===== src/rtl/hetszegmens_pkg.sv =====
// hetszegmens_pkg: shared constants for the multiplexed seven-segment driver.
//   SEG_LUT    - active-low a..g patterns for hex 0..F, dp bit (bit 0) held off
//   NUM_PHASES - PWM phases per digit slot
//   SEG_OFF    - all segments and dp dark
package hetszegmens_pkg;

    localparam int         NUM_PHASES = 8;
    localparam logic [7:0] SEG_OFF    = 8'hFF;

    // SEG[7..1] = a..g, SEG[0] = dp; a 0 lights the segment.
    // The list is written from entry F down to entry 0.
    localparam logic [15:0][7:0] SEG_LUT = {
        8'h71, 8'h61, 8'h85, 8'h63, 8'hC1, 8'h11, 8'h09, 8'h01,
        8'h1F, 8'h41, 8'h49, 8'h99, 8'h0D, 8'h25, 8'h9F, 8'h03
    };

    function automatic logic [7:0] hex_to_seg(input logic [3:0] nib);
        return SEG_LUT[nib];
    endfunction

endpackage


===== src/rtl/hetszegmens_if.sv =====
// hetszegmens_if: display request inputs and pin-side outputs of the driver.
//   din/dp/blank/blink/lz_en/bright - requests from the datapath
//   AN/SEG/frame_start              - board pins and frame marker
// The master modport belongs to the datapath side and the slave modport to the driver.
interface hetszegmens_if #(parameter int DIGITS = 4);
    logic [4*DIGITS-1:0] din;
    logic [DIGITS-1:0]   dp;
    logic [DIGITS-1:0]   blank;
    logic [DIGITS-1:0]   blink;
    logic                lz_en;
    logic [2:0]          bright;
    logic [DIGITS-1:0]   AN;
    logic [7:0]          SEG;
    logic                frame_start;

    modport master (output din, dp, blank, blink, lz_en, bright,
                    input  AN, SEG, frame_start);
    modport slave  (input  din, dp, blank, blink, lz_en, bright,
                    output AN, SEG, frame_start);
endinterface


===== src/rtl/hetszegmens_dekoder.sv =====
// hetszegmens_dekoder: combinational segment decode for the digit being scanned.
//   nib  - hex nibble
//   dp   - decimal point request
//   supp - leading zero suppressed; a..g off, dp still honoured
//   dark - digit unlit; SEG forced to SEG_OFF
//   seg  - active-low segment pattern
module hetszegmens_dekoder
    import hetszegmens_pkg::*;
(
    input  logic [3:0] nib,
    input  logic       dp,
    input  logic       supp,
    input  logic       dark,
    output logic [7:0] seg
);

    always_comb begin
        seg = SEG_OFF;
        if (!dark) begin
            seg    = supp ? SEG_OFF : hex_to_seg(nib);
            seg[0] = ~dp;
        end
    end

endmodule


===== src/rtl/hetszegmens_n.sv =====
// hetszegmens_n: multiplexed seven-segment driver for common-anode digits.
//   clk, rst_n - clock and asynchronous active-low reset
//   bus        - slave side of hetszegmens_if (requests in; AN/SEG/frame_start out)
// Stage 1 holds the scan state: divider, phase, idx, frame/blink counters and the
// per-frame snapshot. Stage 2 registers AN/SEG/frame_start from that state.
module hetszegmens_n
    import hetszegmens_pkg::*;
#(
    parameter int DIGITS       = 4,
    parameter int CLK_HZ       = 16_000_000,
    parameter int SCAN_HZ      = 1000,
    parameter int BLINK_FRAMES = 64
) (
    input  logic           clk,
    input  logic           rst_n,
    hetszegmens_if.slave   bus
);

    localparam int DIV    = CLK_HZ / SCAN_HZ;
    localparam int PH_LEN = DIV / NUM_PHASES;
    localparam int CW     = $clog2(DIV);
    localparam int PW     = (PH_LEN > 1) ? $clog2(PH_LEN) : 1;
    localparam int IW     = $clog2(DIGITS);
    localparam int FW     = (BLINK_FRAMES > 1) ? $clog2(BLINK_FRAMES) : 1;

    logic [CW-1:0]       cnt_q, cnt_d;
    logic [PW-1:0]       pc_q, pc_d;
    logic [2:0]          ph_q, ph_d;
    logic [IW-1:0]       idx_q, idx_d;
    logic [FW-1:0]       fc_q, fc_d;
    logic                blink_st_q, blink_st_d;
    logic [4*DIGITS-1:0] din_s_q, din_s_d;
    logic [DIGITS-1:0]   dp_s_q, dp_s_d, blank_s_q, blank_s_d, blink_s_q, blink_s_d;
    logic                lz_s_q, lz_s_d;
    logic [2:0]          bright_s_q, bright_s_d;
    logic [DIGITS-1:0]   an_q, an_d;
    logic [7:0]          seg_q, seg_d;
    logic                fs_q, fs_d;

    logic                tick, wrap, pc_last, seen, cur_dark;
    logic [DIGITS-1:0]   supp;
    logic [3:0]          cur_nib;

    // Scan timing, frame/blink counters and the frame-start snapshot.
    always_comb begin
        tick       = (cnt_q == CW'(DIV - 1));
        wrap       = tick && (idx_q == IW'(DIGITS - 1));
        pc_last    = (pc_q == PW'(PH_LEN - 1));
        cnt_d      = tick ? '0 : cnt_q + 1'b1;
        pc_d       = pc_last ? '0 : pc_q + 1'b1;
        // DIV is a multiple of 8, so the phase wraps 7 -> 0 on the tick edge.
        ph_d       = pc_last ? ph_q + 3'd1 : ph_q;
        idx_d      = idx_q;
        fc_d       = fc_q;
        blink_st_d = blink_st_q;
        din_s_d    = din_s_q;
        dp_s_d     = dp_s_q;
        blank_s_d  = blank_s_q;
        blink_s_d  = blink_s_q;
        lz_s_d     = lz_s_q;
        bright_s_d = bright_s_q;
        if (tick) idx_d = wrap ? '0 : idx_q + 1'b1;
        if (wrap) begin
            din_s_d    = bus.din;
            dp_s_d     = bus.dp;
            blank_s_d  = bus.blank;
            blink_s_d  = bus.blink;
            lz_s_d     = bus.lz_en;
            bright_s_d = bus.bright;
            if (fc_q == FW'(BLINK_FRAMES - 1)) begin
                fc_d       = '0;
                blink_st_d = ~blink_st_q;
            end else begin
                fc_d = fc_q + 1'b1;
            end
        end
    end

    // Leading-zero mask: a digit is suppressed while no nonzero nibble has been
    // seen above it; digit 0 always shows.
    always_comb begin
        seen = ~lz_s_q;
        supp = '0;
        for (int i = DIGITS - 1; i >= 1; i--) begin
            if (din_s_q[4*i +: 4] != 4'd0) seen = 1'b1;
            supp[i] = ~seen;
        end
    end

    // Stage-2 next values for the digit currently addressed by idx.
    always_comb begin
        cur_nib  = din_s_q[4*int'(idx_q) +: 4];
        cur_dark = blank_s_q[idx_q] | (blink_s_q[idx_q] & blink_st_q) | (ph_q > bright_s_q);
        an_d     = '1;
        if (!cur_dark) an_d[idx_q] = 1'b0;
        fs_d     = (idx_q == '0) && (cnt_q == '0);
    end

    hetszegmens_dekoder u_dekoder (
        .nib  (cur_nib),
        .dp   (dp_s_q[idx_q]),
        .supp (supp[idx_q]),
        .dark (cur_dark),
        .seg  (seg_d)
    );

    always_ff @(posedge clk or negedge rst_n) begin
        if (!rst_n) begin
            cnt_q      <= '0;
            pc_q       <= '0;
            ph_q       <= '0;
            idx_q      <= IW'(DIGITS - 1);
            fc_q       <= '0;
            blink_st_q <= 1'b0;
            din_s_q    <= '0;
            dp_s_q     <= '0;
            blank_s_q  <= '0;
            blink_s_q  <= '0;
            lz_s_q     <= 1'b0;
            bright_s_q <= '0;
            an_q       <= '1;
            seg_q      <= SEG_OFF;
            fs_q       <= 1'b0;
        end else begin
            cnt_q      <= cnt_d;
            pc_q       <= pc_d;
            ph_q       <= ph_d;
            idx_q      <= idx_d;
            fc_q       <= fc_d;
            blink_st_q <= blink_st_d;
            din_s_q    <= din_s_d;
            dp_s_q     <= dp_s_d;
            blank_s_q  <= blank_s_d;
            blink_s_q  <= blink_s_d;
            lz_s_q     <= lz_s_d;
            bright_s_q <= bright_s_d;
            an_q       <= an_d;
            seg_q      <= seg_d;
            fs_q       <= fs_d;
        end
    end

    assign bus.AN          = an_q;
    assign bus.SEG         = seg_q;
    assign bus.frame_start = fs_q;

endmodule


===== src/flat_wrapper.sv =====
// flat-port wrapper written by rule: the top's interface ports become plain ports
module hetszegmens_n_flat import hetszegmens_pkg::*;
#(
    parameter int DIGITS       = 4,
    parameter int CLK_HZ       = 16_000_000,
    parameter int SCAN_HZ      = 1000,
    parameter int BLINK_FRAMES = 64
)
  (clk, rst_n, bus_din, bus_dp, bus_blank, bus_blink, bus_lz_en, bus_bright, bus_AN, bus_SEG, bus_frame_start);
  hetszegmens_if #(.DIGITS(DIGITS)) bus_i ();
  input  logic clk;
  input  logic rst_n;
  input wire logic [$bits(bus_i.din)-1:0] bus_din;
  input wire logic [$bits(bus_i.dp)-1:0] bus_dp;
  input wire logic [$bits(bus_i.blank)-1:0] bus_blank;
  input wire logic [$bits(bus_i.blink)-1:0] bus_blink;
  input wire logic [$bits(bus_i.lz_en)-1:0] bus_lz_en;
  input wire logic [$bits(bus_i.bright)-1:0] bus_bright;
  output wire logic [$bits(bus_i.AN)-1:0] bus_AN;
  output wire logic [$bits(bus_i.SEG)-1:0] bus_SEG;
  output wire logic [$bits(bus_i.frame_start)-1:0] bus_frame_start;
  assign bus_i.din = bus_din;
  assign bus_i.dp = bus_dp;
  assign bus_i.blank = bus_blank;
  assign bus_i.blink = bus_blink;
  assign bus_i.lz_en = bus_lz_en;
  assign bus_i.bright = bus_bright;
  assign bus_AN = bus_i.AN;
  assign bus_SEG = bus_i.SEG;
  assign bus_frame_start = bus_i.frame_start;
  hetszegmens_n #(.DIGITS(DIGITS), .CLK_HZ(CLK_HZ), .SCAN_HZ(SCAN_HZ), .BLINK_FRAMES(BLINK_FRAMES)) u_core (.clk(clk), .rst_n(rst_n), .bus(bus_i));
endmodule

===== config.mk =====
export PLATFORM = sky130hd
export DESIGN_NAME = hetszegmens_n_flat
export DESIGN_NICKNAME = d
export VERILOG_FILES = /design/src/rtl/hetszegmens_pkg.sv /design/src/rtl/hetszegmens_if.sv /design/src/rtl/hetszegmens_dekoder.sv /design/src/rtl/hetszegmens_n.sv /design/src/flat_wrapper.sv
export SDC_FILE = /design/constraint.sdc
export NUM_CORES = 1
export LEC_CHECK = 0
export CELL_PAD_IN_SITES_DETAIL_PLACEMENT = 0
export CELL_PAD_IN_SITES_GLOBAL_PLACEMENT = 1
export CORE_MARGIN = 4
export CORE_UTILIZATION = 41
export CTS_CLUSTER_DIAMETER = 60
export DETAILED_ROUTE_END_ITERATION = 8
export PLACE_DENSITY = 0.81
export SKIP_CTS_REPAIR_TIMING = 1
export SKIP_LAST_GASP = 1
export SLEW_MARGIN = 20
export SYNTH_ARGS = -nofsm -noshare
export SYNTH_HDL_FRONTEND = slang
export SYNTH_HIERARCHICAL = 1
export SYNTH_SLANG_ARGS = --single-unit

===== constraint.sdc =====
create_clock -name clk -period 2 [get_ports clk]
set_input_delay 0.4 -clock clk [delete_from_list [all_inputs] [get_ports clk]]
set_output_delay 0.4 -clock clk [all_outputs]
set_load 0.03 [all_outputs]

==> flow_summary_export.csv <==
group,metric,value,unit
outcome,status,"finished with violations",
outcome,violations,"negative setup slack",
sta,fmax,496,MHz
sta,slew_headroom,73.1,%
cells_and_area,drive_gt1_share,26.8,%
min_path,holdPathStages,1,
floorplanning,die_x,107,um
grt,grt_pass1_wl,13.5,mm
grt,grt_max_degree,29,
route,num_vias,2753,
clocking,tritoncts,"built",
clocking,clockBufferDepth,2,
clocking,h-tree-depth,3,
synth,ys_top_cells_by_area,"dfrtp_1, mux2_2, dfstp_2",
synth,yosysTopAreaCellShare,42.2,%
worst_setup_path,critPathMaxFanout,6,
sta,period_minus_slack,2.02,ns
grt,antenna_found_initial,0,
sta,grt_setup_unrepaired,"yes",
floorplanning,rows,35,
route,routed_wl,8.04,mm
worst_setup_path,critical_path_class,"reg -> reg",
placement,portBuffers,46,
grt,use_met1,20.2,%
placement,gp_congestion,0.822,
grt,use_met3,2.53,%
cells_and_area,synthToLayoutAreaGrowth,25.8,%
synth,synthCells,333,
worst_setup_path,arrival,2.28,ns
route,wire_per_inst,14.8,um
sta,fin_ws,-0.0159,ns
clocking,insertion_delay,0.35,ns
sta,tightest_slew,0.397,ns
grt,grt-ovfl-total,0,
worst_setup_path,cp-end-kind,"register",
floorplanning,ios,47,
sta,fin_skew,0.00910,ns
route,vias_per_cell,5.07,
min_path,min_path_type,"reg -> reg",
floorplanning,start_util,42.8,%
power,ir_worst_vdd,434,uV
clocking,cts-root-buf,"clkbuf_8",
grt,grt_util_met2,23.1,%
synth,synth_cell_types,51,
route,drtIter0Drc,89,
worst_setup_path,reg2reg_depth,5,
cells_and_area,nFillCells,844,
synth,ys_seq_area_share,51.3,%
route,first_pass_iters,4,
sta,hold_slack,0.482,ns
synth,synth.ff_latch_count,82,
sta,finalSetupTns,-0.0159,ns
grt,gr-usage-all-layers,14.8,%
floorplanning,core,9420,um2
synth,yosysTopAreaCell,"dfrtp_1",
power,power_density,605,nW/um2
synth,syn_nets,386,
sta,slew_viol_final,0,
power,p_leak,0.00229,uW
synth,async_reset_ff_share,100,%
clocking,numClockSinks,82,
sta,setup_viol,1,
synth,netlist_area,4030,um2
synth,yosysWarnings,6,
sta,hold_viol,0,
worst_setup_path,required,2.26,ns
clocking,cts_buffers,9,
cells_and_area,n_antenna_cell,0,
floorplanning,die_y,107,um
cells_and_area,final_nets,462,
synth,synth_ff_type,"dfrtp_1",
clocking,cts.clk_slew.worst_paths,0.09,ns
sta,fin_crit_sh,101,%
synth,avgSynthCellArea,12.1,um2
worst_setup_path,start_kind,"register",
synth,synth_enable_flop_cells,0,
placement,hpwl,6.02,mm
route,drc,0,
grt,grt.busiest_layer,"met2",
grt,grt_pass1_vias,2788,
route,postRouteAntennaNets,0,
flow_run,drv_cap,0,
floorplanning,die_area,11500,um2
-- critical path, cell delays in order, from the launching register on --
cell      delay [ns]
dfstp_2         0.62
mux4_2          0.62
ha_4            0.21
or2_4           0.24
a211oi_2        0.18
a31oi_1         0.06
-- per-layer routing --
layer	vias to the layer above	routed length [um]
met1	1344	3820
met5	-	0
met3	13	239
met4	0	128
li1	1350	-
met2	46	3850
-- final cells by class --
class / count / area (um2) / area share (%)
clock buffer: 10 / 128 / 2.51
clock inverter: 6 / 91.3 / 1.80
inverter: 11 / 43.8 / 0.863
multi-input combinational: 229 / 1850 / 36.5
sequential: 82 / 2070 / 40.8
tap: 129 / 161 / 3.18
timing repair buffer: 76 / 727 / 14.3
-- final timing paths --
path	from	end	slack (ns)
hold / removal	u_core/ph_q[2]$_DFFE_PN0N_	u_core/ph_q[2]$_DFFE_PN0N_	0.48
max in group asynchronous	rst_n	u_core/bus.SEG[7]$_DFF_PN1_	0.91
min in group asynchronous	rst_n	u_core/cnt_q[4]$_DFF_PN0_	0.50
setup / recovery	u_core/idx_q[0]$_DFFE_PN1N_	u_core/bus.SEG[7]$_DFF_PN1_	-0.02
hold reg to reg	u_core/ph_q[2]$_DFFE_PN0N_	u_core/ph_q[2]$_DFFE_PN0N_	0.48
setup reg to reg	u_core/idx_q[0]$_DFFE_PN1N_	u_core/bus.SEG[7]$_DFF_PN1_	-0.02
-- registers in the layout, indices dropped and copies added, names as in the netlist --
signal,count
u_core/bus.AN,4
u_core/bus.frame_start,1
u_core/dp_s_q,4
u_core/bus.SEG,8
u_core/blink_st_q,1
u_core/din_s_q,16
u_core/blank_s_q,4
u_core/blink_s_q,4
u_core/fc_q,6
u_core/ph_q,3
u_core/cnt_q,14
u_core/bright_s_q,3
u_core/pc_q,11
u_core/lz_s_q,1
u_core/idx_q,2
-- per-stage QoR --
step                worst slack [ns]  utilization [%]  std cells  area [um2]  power [uW]
finish                       -0.0159             53.9        543        5070        3070
global route                 -0.0846             53.9        543        5070        3200
CTS                          -0.0493             52.8        533        4970        3120
detailed placement           -0.0404             50.5        517        4760        1800
global placement            -0.00149             50.5        517        4760        1800
floorplan                   -0.00717                -        333        4060        1690
-- logic make-up after synthesis --
family / after synthesis / synth area share (%)
simple gates: 106 / 15.0
xor+xnor: 20 / 4.53
compound gates: 39 / 5.92
flops: 82 / 51.3
buf+inv: 22 / 3.57
mux: 45 / 13.8
fa+ha+maj: 19 / 5.89
-- cell usage in the layout (no fill, tap or decap), types with 12 or more instances in the layout --
master,n
nand2_1,22
dfrtp_1,68
o21ai_0,12
dfstp_2,14
nand3_1,15
buf_4,26
nor2_1,16
mux2_2,33
ha_1,18
clkdlybuf4s50_1,45
-- Yosys cell counts, drive strengths merged, types with 3 or more instances --
cell / n
dfrtp: 68
mux2: 34
nand2: 23
ha: 19
o21ai: 19
nor2: 17
nand3: 15
dfstp: 14
xnor2: 12
inv: 11
buf: 9
nand4: 9
xor2: 8
and3: 7
mux2i: 6
and4: 5
mux4: 5
nand2b: 5
nor4: 5
a31oi: 4
nor3: 4
o211ai: 4
o21a: 3
-- where the power goes --
part	internal (uW)	leakage [uW]	switching, uW	total [uW]
clock network	708	0.000110	596	1300
registers	1660	0.00105	0.488	1660
logic	65.0	0.00113	44.4	109
total	2430	0.00229	641	3070
Power figures use the tool's default switching activity.
==> edit, RTL diff (same flow settings) <==
`BLINK_FRAMES` is set to 64 in 2 places; all go to 128.
--- a/src/rtl/hetszegmens_n.sv
+++ b/src/rtl/hetszegmens_n.sv
@@ -9,7 +9,7 @@
     parameter int DIGITS       = 4,
     parameter int CLK_HZ       = 16_000_000,
     parameter int SCAN_HZ      = 1000,
-    parameter int BLINK_FRAMES = 64
+    parameter int BLINK_FRAMES = 128
 ) (
     input  logic           clk,
     input  logic           rst_n,
--- a/src/flat_wrapper.sv
+++ b/src/flat_wrapper.sv
@@ -4,7 +4,7 @@
     parameter int DIGITS       = 4,
     parameter int CLK_HZ       = 16_000_000,
     parameter int SCAN_HZ      = 1000,
-    parameter int BLINK_FRAMES = 64
+    parameter int BLINK_FRAMES = 128
 )
   (clk, rst_n, bus_din, bus_dp, bus_blank, bus_blink, bus_lz_en, bus_bright, bus_AN, bus_SEG, bus_frame_start);
   hetszegmens_if #(.DIGITS(DIGITS)) bus_i ();
Behaviour: same outputs for any inputs over 10 cycles, from zero or initial values and one cycle with rst_n low; that may be too few to reach the edited logic, so the function may still have changed.
==> edit against the unedited design <==
  * The flow finishes with violations (negative hold slack, negative setup slack)
  * Final area is 0.76% higher
  * Global-route usage is 0.47 points lower
  * Sequential share of layout area is 0.18 points higher
  * Wire length is 1.7% lower
  * First-iteration DRC count is 20% lower
  * Worst setup slack better by 0.0011 ns
  * Power is 6.7% lower
  * Area after synthesis is 0.37% lower
  * Sequential cell count is 1 higher
  * Critical path depth is 1 higher
  * Critical path type unchanged
  * Critical endpoint unchanged
==> edit: results <==
group,metric,value,unit
global_route,grt_max_degree,35,
hold_path,holdCritPathClass,"input port to async pin",
sta,fin_ws,-0.01480,ns
routing,vias,2802,
sta,final-setup-viol-count,2,
synthesis,synth_compound_area_frac,0.05760,
routing,dr.pass1.iters,6,
routing,drt_wl_total,7907,um
synthesis,synthesis.nets,387,
run_status,status,"finished with violations",
global_route,grtUsageTotal,0.1428,
sta,tns,-0.02644,ns
routing,drt-initial-drc-count,71,
final_layout,nNetsFinal,470,
pwr,peakVddDrop,0.0005533,V
sta,timing_hold_violations_final,14,
critical_path,path_max_fanout,4,
global_route,grt_pass1_vias,2852,
synthesis,synth_mux_area_frac,0.1417,
global_route,grt_pass1_wl,13220,um
sta,whs,-0.01085,ns
sta,clock_skew,0.01751,ns
synthesis,ys_types,44,
synthesis,synth.area.top_cells,"dfrtp_1 (43%), dfstp_2 (9.2%), mux2_2 (9.0%)",
synthesis,synth_common_cells,"dfrtp_1 (69), mux2_2 (32), nand2_1 (22), ha_1 (19), nor2_1 (18)",
run_status,violations,"negative hold slack, negative setup slack",
[edit: kinds of logic (layout without fill, tap and decap cells)]
kind of cell             Yosys count  in the layout
adder cells (fa/ha/maj)           19             19
AND/OR/NAND/NOR                  104            104
AO/OA/AOI/OAI                     40             40
multiplexers                      46             46
XOR/XNOR                          20             20
buffers and inverters             22            110
flip-flops                        83             83
[edit: worst max-delay path, stage by stage, from the launching register on]
cell and delay, ns:
dfstp_2 0.57, buf_4 0.13, mux4_2 0.57, ha_4 0.20, or2_4 0.25, a211oi_2 0.17, a31oi_1 0.06
[edit: area by class of cell]
class                      count  area, sq um  area share
inverter                      12        45.04    0.008808
clock buffer                  11        141.4     0.02765
clock inverter                 5        36.28    0.007096
multi-input combinational    229         1849      0.3616
sequential                    83         2095      0.4096
tap                          129        161.4     0.03156
timing repair buffer          82        785.8      0.1537
[edit: path summary, 6_finish.rpt]
path | start | end | cells past startpoint
worst max-delay path | u_core/idx_q[0]$_DFFE_PN1N_ | u_core/bus.SEG[7]$_DFF_PN1_ | 6
worst min register to register | u_core/cnt_q[0]$_DFF_PN0_ | u_core/cnt_q[0]$_DFF_PN0_ | 1
max in group asynchronous | rst_n | u_core/cnt_q[2]$_DFF_PN0_ | 2
worst min-delay path | rst_n | u_core/pc_q[4]$_DFF_PN0_ | 1
min in group clk | u_core/cnt_q[0]$_DFF_PN0_ | u_core/cnt_q[0]$_DFF_PN0_ | 1
worst max register to register | u_core/idx_q[0]$_DFFE_PN1N_ | u_core/bus.SEG[7]$_DFF_PN1_ | 6
[edit: per-stage QoR]
step             util  instances
4_1_cts        0.5339        543
3_3_place_gp   0.5150        527
5_1_grt        0.5457        551
3_5_place_dp   0.5150        527
2_1_floorplan       -        334
6_report       0.5457        551
[edit: per-layer routing]
layer,part of all wire,track usage
met3,0.035,0.03492
met1,0.46,0.1834
met2,0.49,0.2410
met5,0,0
met4,0.010,0.03927
[edit: power breakdown]
part / switching (uW) / leakage (uW) / internal [uW]
clock: 593 / 0.0000820 / 487
sequential: 0.587 / 0.00107 / 1680
combinational: 43.3 / 0.00115 / 62.9
